File: src/rtl/lsu_pkg.sv
// lsu_pkg: shared ALU/LSU codes, LSU state encoding and access helpers.
package lsu_pkg;
  typedef enum logic [3:0] {
    ALU_ADD, ALU_SUB, ALU_SLL, ALU_SLT, ALU_SLTU, ALU_XOR, ALU_SRL, ALU_SRA, ALU_OR, ALU_AND
  } alu_op_e;
  localparam logic [2:0] F3_B  = 3'b000;
  localparam logic [2:0] F3_H  = 3'b001;
  localparam logic [2:0] F3_W  = 3'b010;
  localparam logic [2:0] F3_BU = 3'b100;
  localparam logic [2:0] F3_HU = 3'b101;
  typedef enum logic [1:0] {S_IDLE, S_REQ, S_WAIT, S_DONE} lsu_state_e;
  function automatic logic access_err(input logic wen, input logic [2:0] f3, input logic [1:0] off);
    logic legal;
    logic mis;
    legal = wen ? (f3 inside {F3_B, F3_H, F3_W}) : (f3 inside {F3_B, F3_H, F3_W, F3_BU, F3_HU});
    mis = (f3[1:0] == 2'b01 && off[0]) || (f3[1:0] == 2'b10 && off != 2'b00);
    return !legal || mis;
  endfunction
  function automatic logic [3:0] lane_mask(input logic wen, input logic [2:0] f3, input logic [1:0] off);
    return !wen ? 4'b1111 : f3[1:0] == 2'b00 ? 4'b0001 << off : f3[1:0] == 2'b01 ? 4'b0011 << off : 4'b1111;
  endfunction
  function automatic logic [31:0] lane_data(input logic [2:0] f3, input logic [31:0] d);
    return f3[1:0] == 2'b00 ? {4{d[7:0]}} : f3[1:0] == 2'b01 ? {2{d[15:0]}} : d;
  endfunction
endpackage

File: src/rtl/lsu_align.sv
// lsu_align: byte-lane extraction and sign/zero extension of a load word.
module lsu_align
  import lsu_pkg::*;
(
  input  logic [31:0] i_rdata,
  input  logic [1:0]  i_off,
  input  logic [2:0]  i_funct3,
  output logic [31:0] o_data
);
  logic [31:0] w_sh;
  assign w_sh = i_rdata >> {i_off, 3'b000};
  always_comb begin
    o_data = i_funct3 == F3_B  ? {{24{w_sh[7]}}, w_sh[7:0]} :
             i_funct3 == F3_H  ? {{16{w_sh[15]}}, w_sh[15:0]} :
             i_funct3 == F3_W  ? w_sh :
             i_funct3 == F3_BU ? {24'd0, w_sh[7:0]} :
             i_funct3 == F3_HU ? {16'd0, w_sh[15:0]} : 32'd0;
  end
endmodule

File: src/rtl/lsu.sv
// lsu: single-outstanding RV32 load/store unit with request/response memory port.
module lsu
  import lsu_pkg::*;
(
  input  logic        clk,
  input  logic        rst,
  input  logic        in_valid,
  output logic        in_ready,
  input  logic        in_wen,
  input  logic [2:0]  in_funct3,
  input  logic [31:0] in_addr,
  input  logic [31:0] in_wdata,
  output logic        mem_req_valid,
  input  logic        mem_req_ready,
  output logic [31:0] mem_addr,
  output logic        mem_wen,
  output logic [3:0]  mem_wmask,
  output logic [31:0] mem_wdata,
  input  logic        mem_rsp_valid,
  input  logic [31:0] mem_rdata,
  output logic        out_valid,
  input  logic        out_ready,
  output logic [31:0] out_rdata,
  output logic        out_err
);
  lsu_state_e  r_state, w_next;
  logic        r_wen, r_err;
  logic [2:0]  r_f3;
  logic [1:0]  r_off;
  logic [3:0]  r_mask;
  logic [31:0] r_maddr, r_mwdata, r_rdata, w_load;
  logic        w_acc, w_err;
  assign w_acc = in_valid && in_ready;
  assign w_err = access_err(in_wen, in_funct3, in_addr[1:0]);
  always_comb begin
    w_next = r_state;
    case (r_state)
      S_IDLE:  w_next = w_acc ? (w_err ? S_DONE : S_REQ) : S_IDLE;
      S_REQ:   w_next = mem_req_ready ? S_WAIT : S_REQ;
      S_WAIT:  w_next = mem_rsp_valid ? S_DONE : S_WAIT;
      S_DONE:  w_next = out_ready ? S_IDLE : S_DONE;
      default: w_next = S_IDLE;
    endcase
  end
  always_ff @(posedge clk or posedge rst) begin
    if (rst) r_state <= S_IDLE;
    else r_state <= w_next;
  end
  // Memory-side fields are only refreshed for legal accesses so an error never disturbs the bus.
  always_ff @(posedge clk or posedge rst) begin
    if (rst) begin
      r_wen    <= 1'b0;
      r_err    <= 1'b0;
      r_f3     <= 3'd0;
      r_off    <= 2'd0;
      r_mask   <= 4'd0;
      r_maddr  <= 32'd0;
      r_mwdata <= 32'd0;
      r_rdata  <= 32'd0;
    end else begin
      if (w_acc) begin
        r_f3    <= in_funct3;
        r_off   <= in_addr[1:0];
        r_err   <= w_err;
        r_rdata <= 32'd0;
        if (!w_err) begin
          r_wen    <= in_wen;
          r_maddr  <= {in_addr[31:2], 2'b00};
          r_mask   <= lane_mask(in_wen, in_funct3, in_addr[1:0]);
          r_mwdata <= lane_data(in_funct3, in_wdata);
        end
      end
      if (r_state == S_WAIT && mem_rsp_valid) r_rdata <= r_wen ? 32'd0 : w_load;
    end
  end
  lsu_align u_align (
    .i_rdata (mem_rdata),
    .i_off   (r_off),
    .i_funct3(r_f3),
    .o_data  (w_load)
  );
  assign in_ready      = r_state == S_IDLE;
  assign mem_req_valid = r_state == S_REQ;
  assign mem_addr      = r_maddr;
  assign mem_wen       = r_wen;
  assign mem_wmask     = r_mask;
  assign mem_wdata     = r_mwdata;
  assign out_valid     = r_state == S_DONE;
  assign out_rdata     = r_rdata;
  assign out_err       = r_err;
endmodule
File: config.mk
export PLATFORM = sky130hd
export DESIGN_NAME = lsu
export DESIGN_NICKNAME = d
export VERILOG_FILES = /design/src/rtl/lsu_pkg.sv /design/src/rtl/lsu_align.sv /design/src/rtl/lsu.sv
export SDC_FILE = /design/constraint.sdc
export NUM_CORES = 1
export LEC_CHECK = 0
export ABC_AREA = 1
export CAP_MARGIN = 20
export CORE_MARGIN = 2
export CORE_UTILIZATION = 41
export CTS_BUF_LIST = sky130_fd_sc_hd__clkbuf_8
export CTS_CLUSTER_DIAMETER = 80
export DETAILED_ROUTE_END_ITERATION = 7
export MAX_ROUTING_LAYER = met4
export PLACE_DENSITY = 0.83
export SLEW_MARGIN = 20
export SYNTH_ARGS = -nofsm -noshare
export SYNTH_HDL_FRONTEND = slang
export SYNTH_SLANG_ARGS = --single-unit
File: constraint.sdc
create_clock -name clk -period 3.43 [get_ports clk]
set_input_delay 0.686 -clock clk [delete_from_list [all_inputs] [get_ports clk]]
set_output_delay 0.686 -clock clk [all_outputs]
set_load 0.03 [all_outputs]
==> results_tabular.tex <==
\begin{tabular}{lr}
\hline
Metric & Value \\
\hline
\multicolumn{2}{l}{\textbf{Synthesis}} \\
\quad Main combinational cell family by area after synthesis & simple AND/OR/NAND/NOR gates \\
\quad Synth Instances & 699 \\
\quad Leading area contributor after synthesis & dfrtp\_1 \\
\quad Simple-Gate Fraction of Synth Area & 31.3\% \\
\quad Part of the Yosys area used for sequential elements & 50.8\% \\
\quad Distinct cells, synth & 28 \\
\quad Post-synthesis average cell area & 7.54 um\^{}2 \\
\quad Netlist Area Pre-Place & 5270 um\^{}2 \\
\quad Multiplexer fraction of the synthesized cell area & 0\% \\
\quad Adder-cell share of the synthesized area & 0.949\% \\
\quad XOR/XNOR share of the synthesized area & 0\% \\
\quad Largest cells by area after synthesis & dfrtp\_1, nand2\_1, nand3\_1, o21ai\_0, o21ai\_1 \\
\quad Area fraction in compound gates after synthesis & 9.54\% \\
\quad Syn. warnings & 0 \\
\quad Flops \& latches, synth & 107 \\
\quad Synth top area share & 50.8\% \\
\multicolumn{2}{l}{\textbf{Worst setup path}} \\
\quad Endpoint arrival time on the critical path & 1720 ps \\
\quad Crit path max-delay cell type & clkdlybuf4s50\_1 \\
\quad Type of origin of the critical path & flop \\
\quad Req. time, crit path & 2740 ps \\
\quad Critical path endpoint category & primary output \\
\quad Category of cells accounting for the largest share of critical-path delay & buffers and inverters \\
\quad Largest incremental delay on the critical path & 710 ps \\
\quad Crit path from & r\_state[0]\$\_DFF\_PP0\_ \\
\quad Crit-path max FO & 4 \\
\quad Critical path type & reg -> out \\
\quad Worst r2r src & r\_off[1]\$\_DFFE\_PP0P\_ \\
\quad Cell-by-cell trace of the critical path & inv\_1, nor2\_1, clkdlybuf4s50\_1 \\
\quad Critical path buffers and inverters & 2 \\
\multicolumn{2}{l}{\textbf{Cells and area}} \\
\quad Inserted Diodes & 0 \\
\quad Fillers & 1,136 \\
\quad Area overhead of the layout relative to synthesis & 44.4\% \\
\quad Layout cells sized above 1 & 4.48\% \\
\quad NumNets Final & 997 \\
\quad Final Instance Count excl. Fillers & 1,064 \\
\multicolumn{2}{l}{\textbf{Clocking}} \\
\quad Clock tree from TritonCTS & yes \\
\quad H-tree depth & 3 \\
\quad Sinks on the clock net & 107 \\
\quad Post-cts resize count & 0 \\
\quad CTS Hold Bufs & 0 \\
\quad Post-CTS Setup Bufs & 0 \\
\quad Clock tree buffer depth & 2 \\
\quad Clock Root Buffer & clkbuf\_8 \\
\quad Clock latency of the later-clocked register in the worst-skew pair & 380 ps \\
\quad Clk slew on worst S/H paths & 100 ps \\
\quad TritonCTS Buffers & 9 \\
\multicolumn{2}{l}{\textbf{Routing}} \\
\quad Post-detailed-routing wire length & 15,600 um \\
\quad Vias per Instance & 4.88 \\
\quad First-pass iteration count of the detailed router & 7 \\
\quad Iteration-0 DRC count of the detailed router & 389 \\
\quad DRC violations left & 0 \\
\quad Post-detailed-route count of antenna-violating nets & 0 \\
\quad Routed length per instance & 14.7 um \\
\quad Via count & 5,189 \\
\multicolumn{2}{l}{\textbf{Status}} \\
\quad Status & finished, final reports clean \\
\multicolumn{2}{l}{\textbf{Timing}} \\
\quad Worst setup skew after layout & 10.3 ps \\
\quad Fin. Hold Viols & 0 \\
\quad Upper clock frequency limit & 415 MHz \\
\quad Post-route minimum period & 2410 ps \\
\quad Remaining max-slew budget at the tightest pin & 45.3\% \\
\quad Unrepaired setup endpoints after global routing & false \\
\quad Period utilization & 70.3\% \\
\quad Number of setup violations in the final report & 0 \\
\quad Number of max-slew violations in the final report & 0 \\
\quad Transition time of the tightest slew-check pin & 818 ps \\
\quad Setup TNS Final & 0 ps \\
\multicolumn{2}{l}{\textbf{GRT}} \\
\quad Initial antenna violation count & 0 \\
\quad Global-route wire length before repair & 25,400 um \\
\quad Pin count of the biggest net entering global routing & 108 \\
\quad Via count of the first global-routing pass & 5,087 \\
\quad Global-route congestion overflow total & 0 \\
\quad Gr usage total & 23.8\% \\
\multicolumn{2}{l}{\textbf{Floorplan}} \\
\quad Die boundary width & 117 um \\
\quad Count of boundary I/O pins & 211 \\
\quad Core outline area & 12,600 um\^{}2 \\
\quad Die Outline Area & 13,800 um\^{}2 \\
\quad Die Span Y & 117 um \\
\quad Initial Utilization & 42.0\% \\
\quad Standard-cell row count & 41 \\
\multicolumn{2}{l}{\textbf{Placement}} \\
\quad Half-perimeter wire length after detailed placement & 11,300 um \\
\quad Number of port buffers & 208 \\
\quad Final estimated routing congestion in global placement & 0.944 \\
\quad Placed insts & 1,048 \\
\multicolumn{2}{l}{\textbf{Min path}} \\
\quad Worst hold start & mem\_addr[30]\$\_DFFE\_PP0P\_ \\
\quad Hold Path Class & reg -> reg \\
\multicolumn{2}{l}{\textbf{Power}} \\
\quad P\_leak & 3.76 nW \\
\quad Peak ir drop on the vdd network & 0.603 mV \\
\quad Power density relative to cell area & 869 nW/um\^{}2 \\
\multicolumn{2}{l}{\textbf{Job}} \\
\quad Number of maximum-capacitance constraint violations & 0 \\
\hline
\end{tabular}
[kinds of logic after synthesis]
kind of cell | count (synthesis)
flip-flops | 107
buffers and inverters | 79
other | 1
AND/OR/NAND/NOR | 415
AO/OA/AOI/OAI | 93
adder cells (fa/ha/maj) | 4
[area by class of cell]
class | count | area, um^2 | share of cell area (%)
Multi-Input combinational cell | 514 | 2220 | 29.1
Sequential cell | 107 | 2680 | 35.2
Inverter | 41 | 158 | 2.07
Tap cell | 172 | 215 | 2.83
Clock inverter | 7 | 73.8 | 0.969
Timing Repair Buffer | 214 | 2150 | 28.3
Clock buffer | 9 | 124 | 1.63
[cell usage in the layout (no fill, tap or decap), types with 2 or more instances in the layout]
cell type / netlist / final
buf_4: 5 / 4
buf_12: 0 / 2
o21ai_2: 5 / 5
nor2_1: 31 / 31
clkbuf_8: 0 / 9
o21ai_0: 42 / 42
inv_6: 0 / 3
nand2_1: 330 / 330
inv_1: 37 / 37
o21ai_1: 32 / 32
nand3_1: 44 / 44
inv_2: 4 / 4
dfrtp_1: 107 / 107
conb_1: 1 / 2
ha_1: 4 / 4
nor2_2: 3 / 3
clkdlybuf4s50_1: 0 / 208
nand2_2: 2 / 2
a21oi_1: 10 / 10
[routing by layer]
| layer | up-vias | GRT usage [%] | wire [um] |
|---|---|---|---|
| met5 | - | - | 0 |
| met4 | 0 | 9.26 | 282 |
| met3 | 20 | 5.59 | 1340 |
| met2 | 230 | 38.7 | 7660 |
| met1 | 2380 | 28.8 | 6350 |
| li1 | 2559 | - | - |
[cell usage after synthesis]
master       n
a21oi_1     10
a21oi_4      1
a22oi_1      1
buf_1        1
buf_2       11
buf_4        5
buf_6        8
clkbuf_1    12
clkbuf_2     1
conb_1       1
dfrtp_1    107
ha_1         4
inv_1       37
inv_2        4
nand2_1    330
nand2_2      2
nand2_4      1
nand3_1     44
nand3_2      2
nand4_1      1
nor2_1      31
nor2_2       3
nor3_1       1
o2111ai_1    1
o21ai_0     42
o21ai_1     32
o21ai_2      5
o22ai_1      1
[power breakdown]
| group | internal [mW] | switching, mW | total [mW] |
|---|---|---|---|
| combinational | 1.42 | 2.28 | 3.70 |
| clock | 0.343 | 0.453 | 0.796 |
| sequential | 1.78 | 0.340 | 2.12 |
[worst min-delay path, stage by stage, from the launching register on]
cell and delay, ps:
dfrtp_1 350, nand2_1 50, nand2_1 50
[registers in the layout, summed over array words and instances (netlist names)]
signal and count:
mem_wen 1, mem_wdata 32, out_err 1, mem_wmask 4, r_f3 3, r_state 2, out_rdata 32, mem_addr 30
r_off 2
[final timing paths]
kind	slack (ps)	depth (start not counted)	end
worst min-delay path	480	2	mem_addr[30]$_DFFE_PP0P_
worst max register to register	1160	6	out_rdata[31]$_DFFE_PP0P_
worst min register to register	480	2	mem_addr[30]$_DFFE_PP0P_
max in group asynchronous	2160	3	out_rdata[19]$_DFFE_PP0P_
worst max-delay path	1020	3	mem_req_valid
min in group asynchronous	810	3	out_rdata[21]$_DFFE_PP0P_
[stage by stage]
stage	setup slack, ps	util (%)	cell area [um^2]	hold WS (ps)	total power, mW
after floorplan	1460	-	5280	475	4.36
after global placement	805	59.0	7420	462	5.79
after detailed placement	725	59.0	7420	464	5.84
after CTS	981	60.6	7620	490	6.67
after global routing	916	60.6	7620	513	7.05
final	1020	60.6	7620	485	6.62
No activity file was read; power rests on OpenSTA's default activity.
